===== src/rtl/pad_bank_power_sequencer.sv =====
// Bank power sequencer: sleep/deep-sleep entry, then VDD settle, isolation release and grouped pad enable on wake.
// Define PAD_RETENTION_EN to hold pad_out through low-power states via an RTN_LEVEL-qualified retention register.
module pad_bank_power_sequencer #(
    parameter int NUM_PADS          = 8,
    parameter int GROUP_SIZE        = 2,
    parameter int LIGHT_WAKE_CYCLES = 2,
    parameter int DEEP_WAKE_CYCLES  = 8,
    parameter int STAGGER_CYCLES    = 1
) (
    input  logic                clk,
    input  logic                rst,
    input  logic                sleep_req,
    input  logic                deep_sleep_req,
    input  logic                wakeup_req,
    input  logic [NUM_PADS-1:0] cfg_ds,
    input  logic [NUM_PADS-1:0] oe_mask,
    input  logic [NUM_PADS-1:0] A,
    output logic [2:0]          power_state,
    output logic [NUM_PADS-1:0] pad_out,
    output logic [NUM_PADS-1:0] IE,
    output logic [NUM_PADS-1:0] OE,
    output logic [NUM_PADS-1:0] DS,
    output logic                VDD_ON,
    output logic                ISO_EN,
    output logic                RTN_LEVEL,
    output logic                LSBIAS,
    output logic                wake_done
);
    localparam int G             = (NUM_PADS + GROUP_SIZE - 1) / GROUP_SIZE;
    localparam int STAGGER_TOTAL = G * STAGGER_CYCLES;
    localparam int CNT_MAX       = (DEEP_WAKE_CYCLES > STAGGER_TOTAL) ? DEEP_WAKE_CYCLES : STAGGER_TOTAL;
    localparam int CW            = $clog2(CNT_MAX + 1);

    typedef enum logic [2:0] {
        ST_ACTIVE   = 3'd0,
        ST_SLEEP    = 3'd1,
        ST_DEEP     = 3'd2,
        ST_WAKE_PWR = 3'd3,
        ST_WAKE_EN  = 3'd4
    } state_e;

    state_e              state_q, state_d;
    logic [CW-1:0]       cnt_q, cnt_d;
    logic [NUM_PADS-1:0] ie_q, ie_d, oe_q, oe_d, ds_q, ds_d, pad_q, pad_d;
    logic                vdd_q, vdd_d, iso_q, iso_d, rtn_q, rtn_d, lsb_q, lsb_d, done_q, done_d;
    logic [NUM_PADS-1:0] hold_val, en_mask;
    logic                go_deep, go_sleep;

`ifdef PAD_RETENTION_EN
    logic [NUM_PADS-1:0] ret_q;
    // Retention register freezes while RTN_LEVEL is asserted, so deep sleep restores from it.
    assign hold_val = rtn_q ? ret_q : pad_q;
    always_ff @(posedge clk) begin
        if (rst) ret_q <= '0;
        else if (!rtn_q) ret_q <= pad_d;
    end
`else
    assign hold_val = '0;
`endif

    always_comb begin
        state_d  = state_q;
        cnt_d    = cnt_q;
        ie_d     = ie_q;
        oe_d     = oe_q;
        ds_d     = ds_q;
        pad_d    = hold_val;
        vdd_d    = vdd_q;
        iso_d    = iso_q;
        rtn_d    = rtn_q;
        lsb_d    = lsb_q;
        done_d   = 1'b0;
        go_deep  = 1'b0;
        go_sleep = 1'b0;
        en_mask  = '0;
        unique case (state_q)
            ST_ACTIVE: begin
                if (deep_sleep_req)   go_deep  = 1'b1;
                else if (sleep_req)   go_sleep = 1'b1;
                else begin
                    ie_d  = '1;
                    oe_d  = oe_mask;
                    ds_d  = cfg_ds & oe_mask;
                    pad_d = A & oe_mask;
                end
            end
            ST_SLEEP: begin
                if (deep_sleep_req) go_deep = 1'b1;
                else if (!sleep_req && wakeup_req) begin
                    state_d = ST_WAKE_PWR;
                    cnt_d   = CW'(LIGHT_WAKE_CYCLES);
                    vdd_d   = 1'b1;
                end
            end
            ST_DEEP: begin
                if (!deep_sleep_req && wakeup_req) begin
                    state_d = ST_WAKE_PWR;
                    cnt_d   = CW'(DEEP_WAKE_CYCLES);
                    vdd_d   = 1'b1;
                end
            end
            ST_WAKE_PWR: begin
                if (deep_sleep_req)          go_deep  = 1'b1;
                else if (sleep_req)          go_sleep = 1'b1;
                else if (cnt_q <= CW'(1)) begin
                    state_d = ST_WAKE_EN;
                    cnt_d   = '0;
                    iso_d   = 1'b0;
                    rtn_d   = 1'b0;
                    lsb_d   = 1'b0;
                end else begin
                    cnt_d = cnt_q - CW'(1);
                end
            end
            ST_WAKE_EN: begin
                if (deep_sleep_req)   go_deep  = 1'b1;
                else if (sleep_req)   go_sleep = 1'b1;
                else begin
                    // cnt_q counts edges since entering WAKE_EN; group k opens once it reaches k*STAGGER_CYCLES.
                    for (int i = 0; i < NUM_PADS; i++)
                        en_mask[i] = int'(cnt_q) >= (i / GROUP_SIZE) * STAGGER_CYCLES;
                    if (int'(cnt_q) >= STAGGER_TOTAL - 1) begin
                        en_mask = '1;
                        state_d = ST_ACTIVE;
                        cnt_d   = '0;
                        done_d  = 1'b1;
                    end else if (int'(cnt_q) < CNT_MAX) begin
                        cnt_d = cnt_q + CW'(1);
                    end
                    ie_d  = en_mask;
                    oe_d  = oe_mask & en_mask;
                    ds_d  = cfg_ds & oe_mask & en_mask;
                    pad_d = (A & oe_mask & en_mask) | (hold_val & ~en_mask);
                end
            end
            default: state_d = ST_ACTIVE;
        endcase

        if (go_deep) begin
            state_d = ST_DEEP;
            cnt_d   = '0;
            ie_d    = '0;
            oe_d    = '0;
            ds_d    = '0;
            vdd_d   = 1'b0;
            iso_d   = 1'b1;
            rtn_d   = 1'b1;
            lsb_d   = 1'b1;
        end else if (go_sleep) begin
            state_d = ST_SLEEP;
            cnt_d   = '0;
            ie_d    = '0;
            oe_d    = '0;
            ds_d    = '0;
            vdd_d   = 1'b1;
            iso_d   = 1'b1;
            rtn_d   = 1'b0;
            lsb_d   = 1'b1;
        end
    end

    always_ff @(posedge clk) begin
        if (rst) begin
            state_q <= ST_ACTIVE;
            cnt_q   <= '0;
            ie_q    <= '1;
            oe_q    <= '0;
            ds_q    <= '0;
            pad_q   <= '0;
            vdd_q   <= 1'b1;
            iso_q   <= 1'b0;
            rtn_q   <= 1'b0;
            lsb_q   <= 1'b0;
            done_q  <= 1'b0;
        end else begin
            state_q <= state_d;
            cnt_q   <= cnt_d;
            ie_q    <= ie_d;
            oe_q    <= oe_d;
            ds_q    <= ds_d;
            pad_q   <= pad_d;
            vdd_q   <= vdd_d;
            iso_q   <= iso_d;
            rtn_q   <= rtn_d;
            lsb_q   <= lsb_d;
            done_q  <= done_d;
        end
    end

    assign power_state = state_q;
    assign pad_out     = pad_q;
    assign IE          = ie_q;
    assign OE          = oe_q;
    assign DS          = ds_q;
    assign VDD_ON      = vdd_q;
    assign ISO_EN      = iso_q;
    assign RTN_LEVEL   = rtn_q;
    assign LSBIAS      = lsb_q;
    assign wake_done   = done_q;
endmodule


===== config.mk =====
export PLATFORM = sky130hd
export DESIGN_NAME = pad_bank_power_sequencer
export DESIGN_NICKNAME = d
export VERILOG_FILES = /design/src/rtl/pad_bank_power_sequencer.sv
export SDC_FILE = /design/constraint.sdc
export NUM_CORES = 1
export LEC_CHECK = 0
export BUFFER_PORTS_ARGS = -buffer_cell sky130_fd_sc_hd__buf_2
export CORE_ASPECT_RATIO = 0.9
export CORE_MARGIN = 2
export CORE_UTILIZATION = 41
export DETAILED_ROUTE_END_ITERATION = 8
export PLACE_DENSITY = 0.72
export SLEW_MARGIN = 20
export SYNTH_ARGS = -nofsm -noshare
export SYNTH_HDL_FRONTEND = slang
export SYNTH_SLANG_ARGS = --single-unit

===== constraint.sdc =====
create_clock -name clk -period 3.1 [get_ports clk]
set_clock_uncertainty 0.05 [all_clocks]
set_input_delay 0.93 -clock clk [delete_from_list [all_inputs] [get_ports clk]]
set_output_delay 0.93 -clock clk [all_outputs]
set_load 0.05 [all_outputs]

---- Yosys cells after proc, flatten, opt, wreduce, memory -nomap -nowiden ----
Cells that the tools add are included.
cells by class
  add/sub/neg operators ................... 2
  multiply operators ...................... 0
  div/mod/pow operators ................... 0
  magnitude comparators ................... 5
  equality and inequality tests ........... 40
  shift operators ......................... 0
  muxes and demuxes ....................... 69
  bitwise gates (word level) .............. 7
  reduce and logical (&&, ||, !) cells .... 24
operator list
  cell                   number
  $mux W8                22
  $pmux W8 S2            4
  $ne A4 B4 Y1 const B   11
  $and A8 B8 Y8          5
  $mux W4                10
  $ne A3 B3 Y1 const B   11
  $reduce_and A10 Y1     3
  $mux W3                9
  $ne A2 B2 Y1 const B   12
  $mux W1                19
  $pmux W4 S4            1
  $pmux W3 S5            1
  $reduce_bool A4 Y1     3
  $reduce_and A5 Y1      2
  $reduce_and A9 Y1      1
  $ge A4 B2 Y1 const B   2
  $reduce_and A4 Y1      2
  $reduce_or A4 Y1       2
  $eq A3 B2 Y1 const B   2
  $ne A3 B1 Y1 const B   2
  $reduce_bool A3 Y1     2
  $reduce_or A3 Y1       2
  $add A4 B1 Y4 const B  1
  $ge A4 B1 Y1 const B   1
  13 further kinds       17
storage, ports and cells
  register bits after elaboration ......... 43
  bits in latches ......................... 0
  bits in writable memories ............... 0
  bits in read-only memories .............. 0
  input bits .............................. 29
  output and inout bits ................... 40
  word-level logic and storage cells ...... 159
  memories kept ........................... 0

---- Depth between registers and ports, before layout ----
Gate-level depths: netlist of the first run.
  word-level depth ........................ 10
  mapped depth ............................ 7
  mapped depth without buffers ............ 7

---- Worst setup path after synthesis of the first run ----
OpenSTA, ideal clock, no wires.
  path kind ............................... input-to-reg
  start ................................... input sleep_req
  end ..................................... register cnt_q[2]
  library setup time ...................... 0.071 ns
  arrival time ............................ 2.154 ns
  data required time ...................... 2.979 ns
  setup slack ............................. 0.825 ns
  stages on the path ...................... 5
  path buffers ............................ 0
  cell sequence ........................... or4b_4 a21oi_2 o21ai_2 or4_1 a21oi_1
between the ends
  longest elaborated chain between the ends .. 4
  elaborated cells between the ends (all ways) .. 10
  classes of those cells .................. 3 x eq/ne; 3 x mux; 4 x reduce/logical
RTL lines
  item                                                                    RTL line  source
  from (decl)                                                             12        input logic sleep_req,
  $logic_not A1 Y1 or $mux W1 (tied branches)                             -
  $logic_and A1 B1 Y1 or $mux W1 (tied branches)                          89, 103
  $ne A2 B2 Y1 (no source line) or $mux W1 (tied branches)                -
  $reduce_and A9 Y1 (no source line) or $reduce_or A3 Y1 (tied branches)  -
  to (signal assigned)                                                    177       cnt_q <= cnt_d;
  to (decl)                                                               43        logic [CW-1:0] cnt_q, cnt_d;
Several ways; a longest one is shown, not always the timed one.
A chain may end at the register's enable or synchronous reset.

---- Worst setup path in the final report of the first run ----
  start ................................... register state_q[0] (netlist: power_state[0])
  end ..................................... output power_state[0]
RTL lines
  item                    RTL line  source
  from (decl)             42        state_e state_q, state_d;
  from (signal assigned)  176       state_q <= state_d;
  to (decl)               18        output logic [2:0] power_state,
No word-level cell between the ends.

==> impl_metrics.ini, run 1 <==
[logic_synthesis]
synth_nets = 254
ys_seq_area_share_pct = 42.9
yosysWarningCount = 0
synthCells = 221
synthFlopType = dfxtp_1
async_flop_share_pct = 0
synth_cell_types = 46
synth_edf_count = 0
synth.top_cell.area_share_pct = 42.9
yosys-top-cells-area = dfxtp_1 (43%), a21oi_1 (7.4%), nand2_1 (6.2%), nor2_1 (3.3%), clkbuf_1 (2.9%)
synthesis.area_mm2 = 0.00182
avgSynthCellArea_um2 = 8.23
yosysTopAreaCell = dfxtp_1
ys_ff_latch = 39

[sta]
fin_crit_sh_pct = 80.4
rsz0062_at_grt = false
report.final.slew_viol_count = 0
finalHoldViolations = 0
layout_min_cycle_time_ns = 2.49
tns_ns = 0
clock.fmax_ghz = 0.401
maxSlewHeadroom_pct = 48.0
setup_viol_count_final = 0
tightestPinTransition_ns = 0.779
timing.final.ws_setup_ns = 0.609

[status]
status = finished, final reports clean

[finish]
drive_above_1_share_pct = 29.9
nets = 313
layout.cells.non_filler = 341
diodes = 0
n_fill_cell = 404
syn_to_final_growth_pct = 24.1

[routing]
viasPerCell = 5.18
detail-route-antenna-nets = 0
first_pass_iters = 4
dr.first_iter.drc_count = 125
num_vias = 1766
drc = 0
drt-total-wl_um = 4400
wl_per_cell_um = 12.9

[clock_network]
hold_buffers = 0
cts_setup_buffers = 0
worstSkewPairLatency_ns = 0.29
cts.sinks = 39
cts_tree = yes
clk_root_buffer_cell = clkbuf_8
htreeDepth = 2
cts_buffers = 5
post_cts_resized = 0
clock_path_buffers = 2
path_clk_slew_ns = 0.07

[critical_path]
cp_cell_sequence = buf_2
crit_end = power_state[0]
critPathBufInv = 1
cp-end-kind = output pin
r2r_slack_ns = 1.00
crit_family = flip-flops
crit_path_max_incr_delay_ns = 0.83
rr_startpoint = power_state[0]$_SDFFE_PP0P_
path_max_fanout = 25
critPathKind = reg -> out
setup.worst_path.start = power_state[0]$_SDFFE_PP0P_
cp_data_required_time_ns = 2.12
slowest_stage = dfxtp_1
start_kind = flop
r2r_cells = 5
r2r_end = cnt_q[2]$_SDFFE_PP0P_
worstPathArrival_ns = 1.51
worst-path-stages = 1

[power_and_ir_drop]
peakVddDrop_uv = 301
total_leakage_power_nw = 1.01
powerDensity_mw_per_mm2 = 512

[global_route]
met2_usage_pct = 27.8
overflow = 0
grt.busiest_layer = met2
grtUsageMet1_pct = 24.5
grt_pass1_vias = 1524
grt_pass1_wl_um = 6930
antenna_found_initial = 0
use_met3_pct = 4.48
grt_use_total_pct = 18.2
grt_max_degree = 26

[die]
coreArea_mm2 = 0.00416
initial_utilization_pct = 43.7
io_pins = 69
dieWidth_um = 74.2
die_area_mm2 = 0.00498
rows = 22
die_h_um = 67.2

[min_path]
hp-class = reg -> reg

[place]
port_buffers = 68
hpwl_um = 3250
gp_congestion = 0.828
dp_slack_ns = 0.587
placed_cells = 333

[flow_run]
maxCapViolCount = 0
flip-flops by register name (all words and copies together), names as in the netlist:
| name | flops |
|---|---|
| power_state | 3 |
| OE | 8 |
| wake_done | 1 |
| DS | 8 |
| LSBIAS | 1 |
| cnt_q | 4 |
| pad_out | 8 |
| RTN_LEVEL | 1 |
| VDD_ON | 1 |
| IE | 4 |
Yosys cell counts (2+ instances only):
library cell,number
dfxtp_1,39
nand2_1,30
a21oi_1,27
nor2_1,16
clkbuf_1,14
o21ai_0,7
a32oi_1,6
inv_1,6
nand3_1,6
nor2b_1,6
nor3b_1,6
buf_4,5
nor3_1,5
a211o_1,4
and3_1,4
ha_1,4
nand2b_1,3
o31ai_1,3
and2_1,2
nor4_1,2
routing by layer:
metal	share of wire, %	wire length [µm]
met1	47	2060
met3	5.8	255
met4	1.8	81
met2	46	2000
met5	0	0
worst min-delay path by stage:
stage	from	to	depth (start not counted)
final	OE[3]$_SDFFE_PP0P_	OE[3]$_SDFFE_PP0P_	2
after global routing	DS[1]$_SDFFE_PP0P_	DS[1]$_SDFFE_PP0P_	2
after CTS	OE[3]$_SDFFE_PP0P_	OE[3]$_SDFFE_PP0P_	2
after detailed placement	OE[3]$_SDFFE_PP0P_	OE[3]$_SDFFE_PP0P_	2
after global placement	DS[0]$_SDFFE_PP0P_	DS[0]$_SDFFE_PP0P_	2
after floorplan	cnt_q[0]$_SDFFE_PP0P_	cnt_q[0]$_SDFFE_PP0P_	2
kinds of logic (layout without fill, tap and decap cells):
family	after synthesis	after routing	synth area share, %
AND/OR/NAND/NOR	87	87	24.2
buffers and inverters	26	86	6.47
adder cells (fa/ha/maj)	4	4	2.75
multiplexers	1	1	0.551
flip-flops	39	39	42.9
AO/OA/AOI/OAI	64	64	23.1
report_power, final:
group | switching, mW | internal, mW
Clock | 0.166 | 0.158
Combinational | 0.197 | 0.0825
Sequential | 0.0275 | 0.523
cells in the final DEF (no fill, tap or decap), drive strengths merged, types with 2 or more instances in the layout:
cell	count
buf	72
dfxtp	39
nand2	30
a21oi	28
nor2	17
o21ai	9
clkbuf	7
inv	6
nor2b	6
nor3b	6
nand3	6
a32oi	6
nor3	5
and3	4
a211o	4
ha	4
o31ai	3
nand2b	3
and2	3
nor4	2
area by class of cell:
type / instances / area (µm²) / share of cell area [%]
clock inverters: 1 / 5.00 / 0.222
repair buffers: 72 / 370 / 16.4
inverters: 6 / 22.5 / 0.998
multi-input cells: 156 / 926 / 41.0
clock buffers: 7 / 76.3 / 3.38
flip-flops and latches: 39 / 781 / 34.6
well taps: 60 / 75.1 / 3.33
per-stage QoR:
step                util [%]  power [mW]  hold slack (ns)  instance area, µm²
floorplan                  -       0.777            0.428                1820
global placement        52.3       0.840            0.388                2170
detailed placement      52.3       0.841            0.395                2170
CTS                     54.3        1.16            0.405                2260
global route            54.3        1.21            0.420                2260
finish                  54.3        1.15            0.400                2260
Power figures use the tool's default switching activity.
==> inputs of run 2 (changes only) <==
- PLACE_DENSITY: 0.72 -> 0.74
- clock period: 3.1 -> 2.1 ns (I/O delays scaled with it)
==> impl_metrics.ini, run 2 (same netlist as run 1, synthesis figures left out) <==
[status]
status = finished, final reports clean

[finish]
layout_common_cells = buf_2 (68), dfxtp_1 (38), nand2_1 (30)
syn_to_final_growth_pct = 31.1
drive_above_1_share_pct = 33.8
diodes = 0
layout_commonest_cell = buf_2
nets = 325

[place]
port_buffers = 68
dp_slack_ns = 0.000547
gp_congestion = 0.907
hpwl_um = 3430

[critical_path]
cp-end-kind = flop
crit_family = simple AND/OR/NAND/NOR gates
path_max_fanout = 5
critPathBufInv = 1
start_kind = flop
critPathKind = reg -> reg
cp_data_required_time_ns = 2.27
slowest_stage = or4_1
worstPathArrival_ns = 1.98
crit_path_max_incr_delay_ns = 0.48
cp_cell_sequence = inv_1 -> ha_1 -> nor2_1 -> o311ai_1 -> or4_1 -> a21oi_1

[die]
die_h_um = 67.2
io_pins = 69
rows = 22
initial_utilization_pct = 43.7
die_area_mm2 = 0.00498
dieWidth_um = 74.2
coreArea_mm2 = 0.00416

[sta]
finalHoldViolations = 0
setup_viol_count_final = 0
report.final.slew_viol_count = 0
layout_min_cycle_time_ns = 1.81
tightestPinTransition_ns = 0.425
timing.final.ws_setup_ns = 0.290
fin_crit_sh_pct = 86.2
rsz0062_at_grt = false
maxSlewHeadroom_pct = 71.5
clock.fmax_ghz = 0.552
tns_ns = 0

[clock_network]
post_cts_resized = 0
worstSkewPairLatency_ns = 0.28
clock_path_buffers = 2
cts.sinks = 39
cts_tree = yes
hold_buffers = 0
cts_setup_buffers = 0
htreeDepth = 2
cts_buffers = 5
clk_root_buffer_cell = clkbuf_8
path_clk_slew_ns = 0.07

[global_route]
grt_pass1_vias = 1632
grt_use_total_pct = 18.8
overflow = 0
antenna_found_initial = 0
grt_max_degree = 19
grt_pass1_wl_um = 7250

[min_path]
hp-class = reg -> reg

[power_and_ir_drop]
swShare_pct = 31.1
share_seq_of_total_power_pct = 42.5
p_clk_share_pct = 33.6
peakVddDrop_uv = 466
powerDensity_mw_per_mm2 = 791
switchingPower_mw = 0.586
total_leakage_power_nw = 1.08
combPwrFrac_pct = 24.0
internal-power_mw = 1.30

[routing]
drt-total-wl_um = 4430
first_pass_iters = 4
detail-route-antenna-nets = 0
num_vias = 1806
wl_per_cell_um = 12.5
drc = 0
dr.first_iter.drc_count = 94
viasPerCell = 5.12

[flow_run]
maxCapViolCount = 0
==> run 2: through the flow <==
stage / util, % / area, µm² / cells / hold slack [ns] / total power [mW]
after CTS: 57.3 / 2380 / 353 / 0.404 / 1.90
after floorplan: - / 1820 / 221 / 0.428 / 1.15
after global placement: 54.5 / 2270 / 345 / 0.387 / 1.26
after global routing: 57.3 / 2380 / 353 / 0.423 / 1.97
final: 57.3 / 2380 / 353 / 0.403 / 1.88
after detailed placement: 54.5 / 2270 / 345 / 0.394 / 1.27
==> run 2: power by group through the flow <==
| stage | registers (mW) | clock network [mW] | logic, mW |
|---|---|---|---|
| 2_1_floorplan | 0.915 | 0 | 0.232 |
| 3_3_place_gp | 0.816 | 0 | 0.448 |
| 3_5_place_dp | 0.817 | 0 | 0.451 |
| 4_1_cts | 0.800 | 0.652 | 0.451 |
| 5_1_grt | 0.805 | 0.681 | 0.488 |
| 6_report | 0.800 | 0.633 | 0.451 |
==> run 2: routing by layer <==
layer	routed length [µm]	vias to the layer above	part of all wire [%]	track usage, %
li1	-	923	-	-
met1	2080	836	47	24.6
met2	2090	45	47	30.7
met3	243	2	5.5	5.07
met4	21	0	0.47	4.77
met5	0	-	0	0
==> run 2: final timing paths <==
check                                      startpoint                     to  slack [ns]  depth (start not counted)
worst min register to register     DS[7]$_SDFFE_PP0P_     DS[7]$_SDFFE_PP0P_        0.40                          2
worst max register to register  cnt_q[0]$_SDFFE_PP0P_  cnt_q[2]$_SDFFE_PP0P_        0.29                          6
worst max-delay path            cnt_q[0]$_SDFFE_PP0P_  cnt_q[2]$_SDFFE_PP0P_        0.29                          6
worst min-delay path               DS[7]$_SDFFE_PP0P_     DS[7]$_SDFFE_PP0P_        0.40                          2
==> run 2: cell type report <==
cell class                 count  area [µm²]
clock inverter                 2        35.0
multi-input combinational    156         926
tap                           60        75.1
sequential                    39         782
inverter                       6        22.5
timing repair buffer          84         460
clock buffer                   6        82.6
fill                         391        1770
==> run 2: worst register-to-register path, stage by stage, from the launching register on <==
cell,delay (ns)
dfxtp_1,0.41
inv_1,0.11
ha_1,0.25
nor2_1,0.21
o311ai_1,0.13
or4_1,0.48
a21oi_1,0.12
==> inputs of run 3 (changes only) <==
- CORE_ASPECT_RATIO: 0.9 -> default
==> impl_metrics.ini, run 3 (same netlist as run 1, synthesis figures left out) <==
[finish]
drive_above_1_share_pct = 33.7
layout.cells.non_filler = 346
syn_to_final_growth_pct = 29.2
n_fill_cell = 437
diodes = 0
final_area_mm2 = 0.00235
post-route-util_pct = 54.3
layout_common_cells = buf_2 (68), dfxtp_1 (38), nand2_1 (30)
layout_commonest_cell = buf_2
nets = 326

[global_route]
grtUsageMet1_pct = 22.9
antenna_found_initial = 0
grt_max_degree = 24
grt_pass1_vias = 1618
use_met3_pct = 3.99
overflow = 0
grt.busiest_layer = met2
grt_use_total_pct = 17.8
met2_usage_pct = 30.7
grt_pass1_wl_um = 7270

[sta]
maxSlewHeadroom_pct = 77.6
tightestPinTransition_ns = 0.330
finalHoldViolations = 0
report.final.slew_viol_count = 0
rsz0062_at_grt = false
setup_viol_count_final = 0
fin_crit_sh_pct = 90.6
clock.fmax_ghz = 0.525
layout_min_cycle_time_ns = 1.90

[critical_path]
crit_family = buffers and inverters
path_max_fanout = 23
slowest_stage = dfxtp_1
cp_data_required_time_ns = 1.42
cp_cell_sequence = buf_4 -> buf_2
cp-end-kind = output pin
start_kind = flop
critPathKind = reg -> out
critPathBufInv = 2
worstPathArrival_ns = 1.22
crit_path_max_incr_delay_ns = 0.37

[clock_network]
cts_tree = yes
clock_path_buffers = 2
htreeDepth = 2
hold_buffers = 0
cts.sinks = 39
post_cts_resized = 0
worstSkewPairLatency_ns = 0.29
clk_root_buffer_cell = clkbuf_8
cts_buffers = 5
path_clk_slew_ns = 0.07
cts_setup_buffers = 0

[routing]
viasPerCell = 5.19
dr.first_iter.drc_count = 80
first_pass_iters = 4
drc = 0
detail-route-antenna-nets = 0
wl_per_cell_um = 12.7
drt-total-wl_um = 4400
num_vias = 1796

[place]
gp_congestion = 0.882
hpwl_um = 3420
dpl_cell_area_mm2 = 0.00226
placed_cells = 338
port_buffers = 68

[power_and_ir_drop]
p_clk_share_pct = 28.3
swShare_pct = 34.1
peakVddDrop_uv = 352
total_leakage_power_nw = 1.07
internal-power_mw = 1.15
powerDensity_mw_per_mm2 = 741
combPwrFrac_pct = 26.0
share_seq_of_total_power_pct = 45.7
switchingPower_mw = 0.594

[die]
io_pins = 69
initial_utilization_pct = 42.0
coreArea_mm2 = 0.00432
die_h_um = 70.6
rows = 24
die_area_mm2 = 0.00498
dieWidth_um = 70.6

[status]
status = finished, final reports clean

[flow_run]
maxCapViolCount = 0

[min_path]
hp-class = reg -> reg
==> run 3: cell count changes in the layout (fill, tap and decap cells not counted) <==
cell / previous run / this run
clkbuf_8: 6 / 5
clkinvlp_4: 0 / 1
clkbuf_1: 0 / 1
buf_4: 16 / 17
bufinv_16: 1 / 0
==> run 3: metrics by stage <==
step / hold slack, ns / total power, mW / setup WS, ns / TNS, ns
floorplan: 0.428 / 1.15 / 0.0963 / 0
global placement: 0.389 / 1.26 / 0.0139 / 0
detailed placement: 0.393 / 1.27 / -0.0445 / -0.0760
CTS: 0.404 / 1.76 / 0.198 / 0
global route: 0.420 / 1.83 / 0.0724 / 0
finish: 0.404 / 1.74 / 0.197 / 0
==> run 3: power groups by stage <==
stage | sequential, mW | clock [mW] | combinational, mW
floorplan | 0.915 | 0 | 0.232
global placement | 0.812 | 0 | 0.451
detailed placement | 0.813 | 0 | 0.454
CTS | 0.796 | 0.507 | 0.455
global route | 0.801 | 0.540 | 0.488
finish | 0.796 | 0.492 | 0.454
==> run 3: area by class of cell <==
cell class / instances / area (µm²) / area share, %
multi-input combinational: 156 / 926 / 39.4
sequential: 39 / 782 / 33.3
timing repair buffer: 85 / 468 / 19.9
clock buffer: 6 / 72.6 / 3.09
tap: 52 / 65.1 / 2.77
inverter: 6 / 22.5 / 0.959
clock inverter: 2 / 12.5 / 0.533
==> run 3: path summary, 6_finish.rpt <==
check	startpoint	to	slack (ns)	cells after the start
setup / recovery	power_state[0]$_SDFFE_PP0P_	power_state[0]	0.20	2
hold / removal	OE[7]$_SDFFE_PP0P_	OE[7]$_SDFFE_PP0P_	0.40	2
hold reg to reg	OE[7]$_SDFFE_PP0P_	OE[7]$_SDFFE_PP0P_	0.40	2
setup reg to reg	cnt_q[0]$_SDFFE_PP0P_	cnt_q[2]$_SDFFE_PP0P_	0.26	6
==> run 3: tightest hold or removal path: cells and delay by family (launching register included) <==
kind | cells | cell delay [ns]
DFF | 1 | 0.31
and+or+nand+nor | 1 | 0.05
AOI/OAI and AO/OA | 1 | 0.05
==> run 3: layer usage <==
metal | vias up | wire length (µm)
li1 | 924 | -
met4 | 0 | 33
met1 | 821 | 1900
met2 | 47 | 2230
met3 | 4 | 234
met5 | - | 0
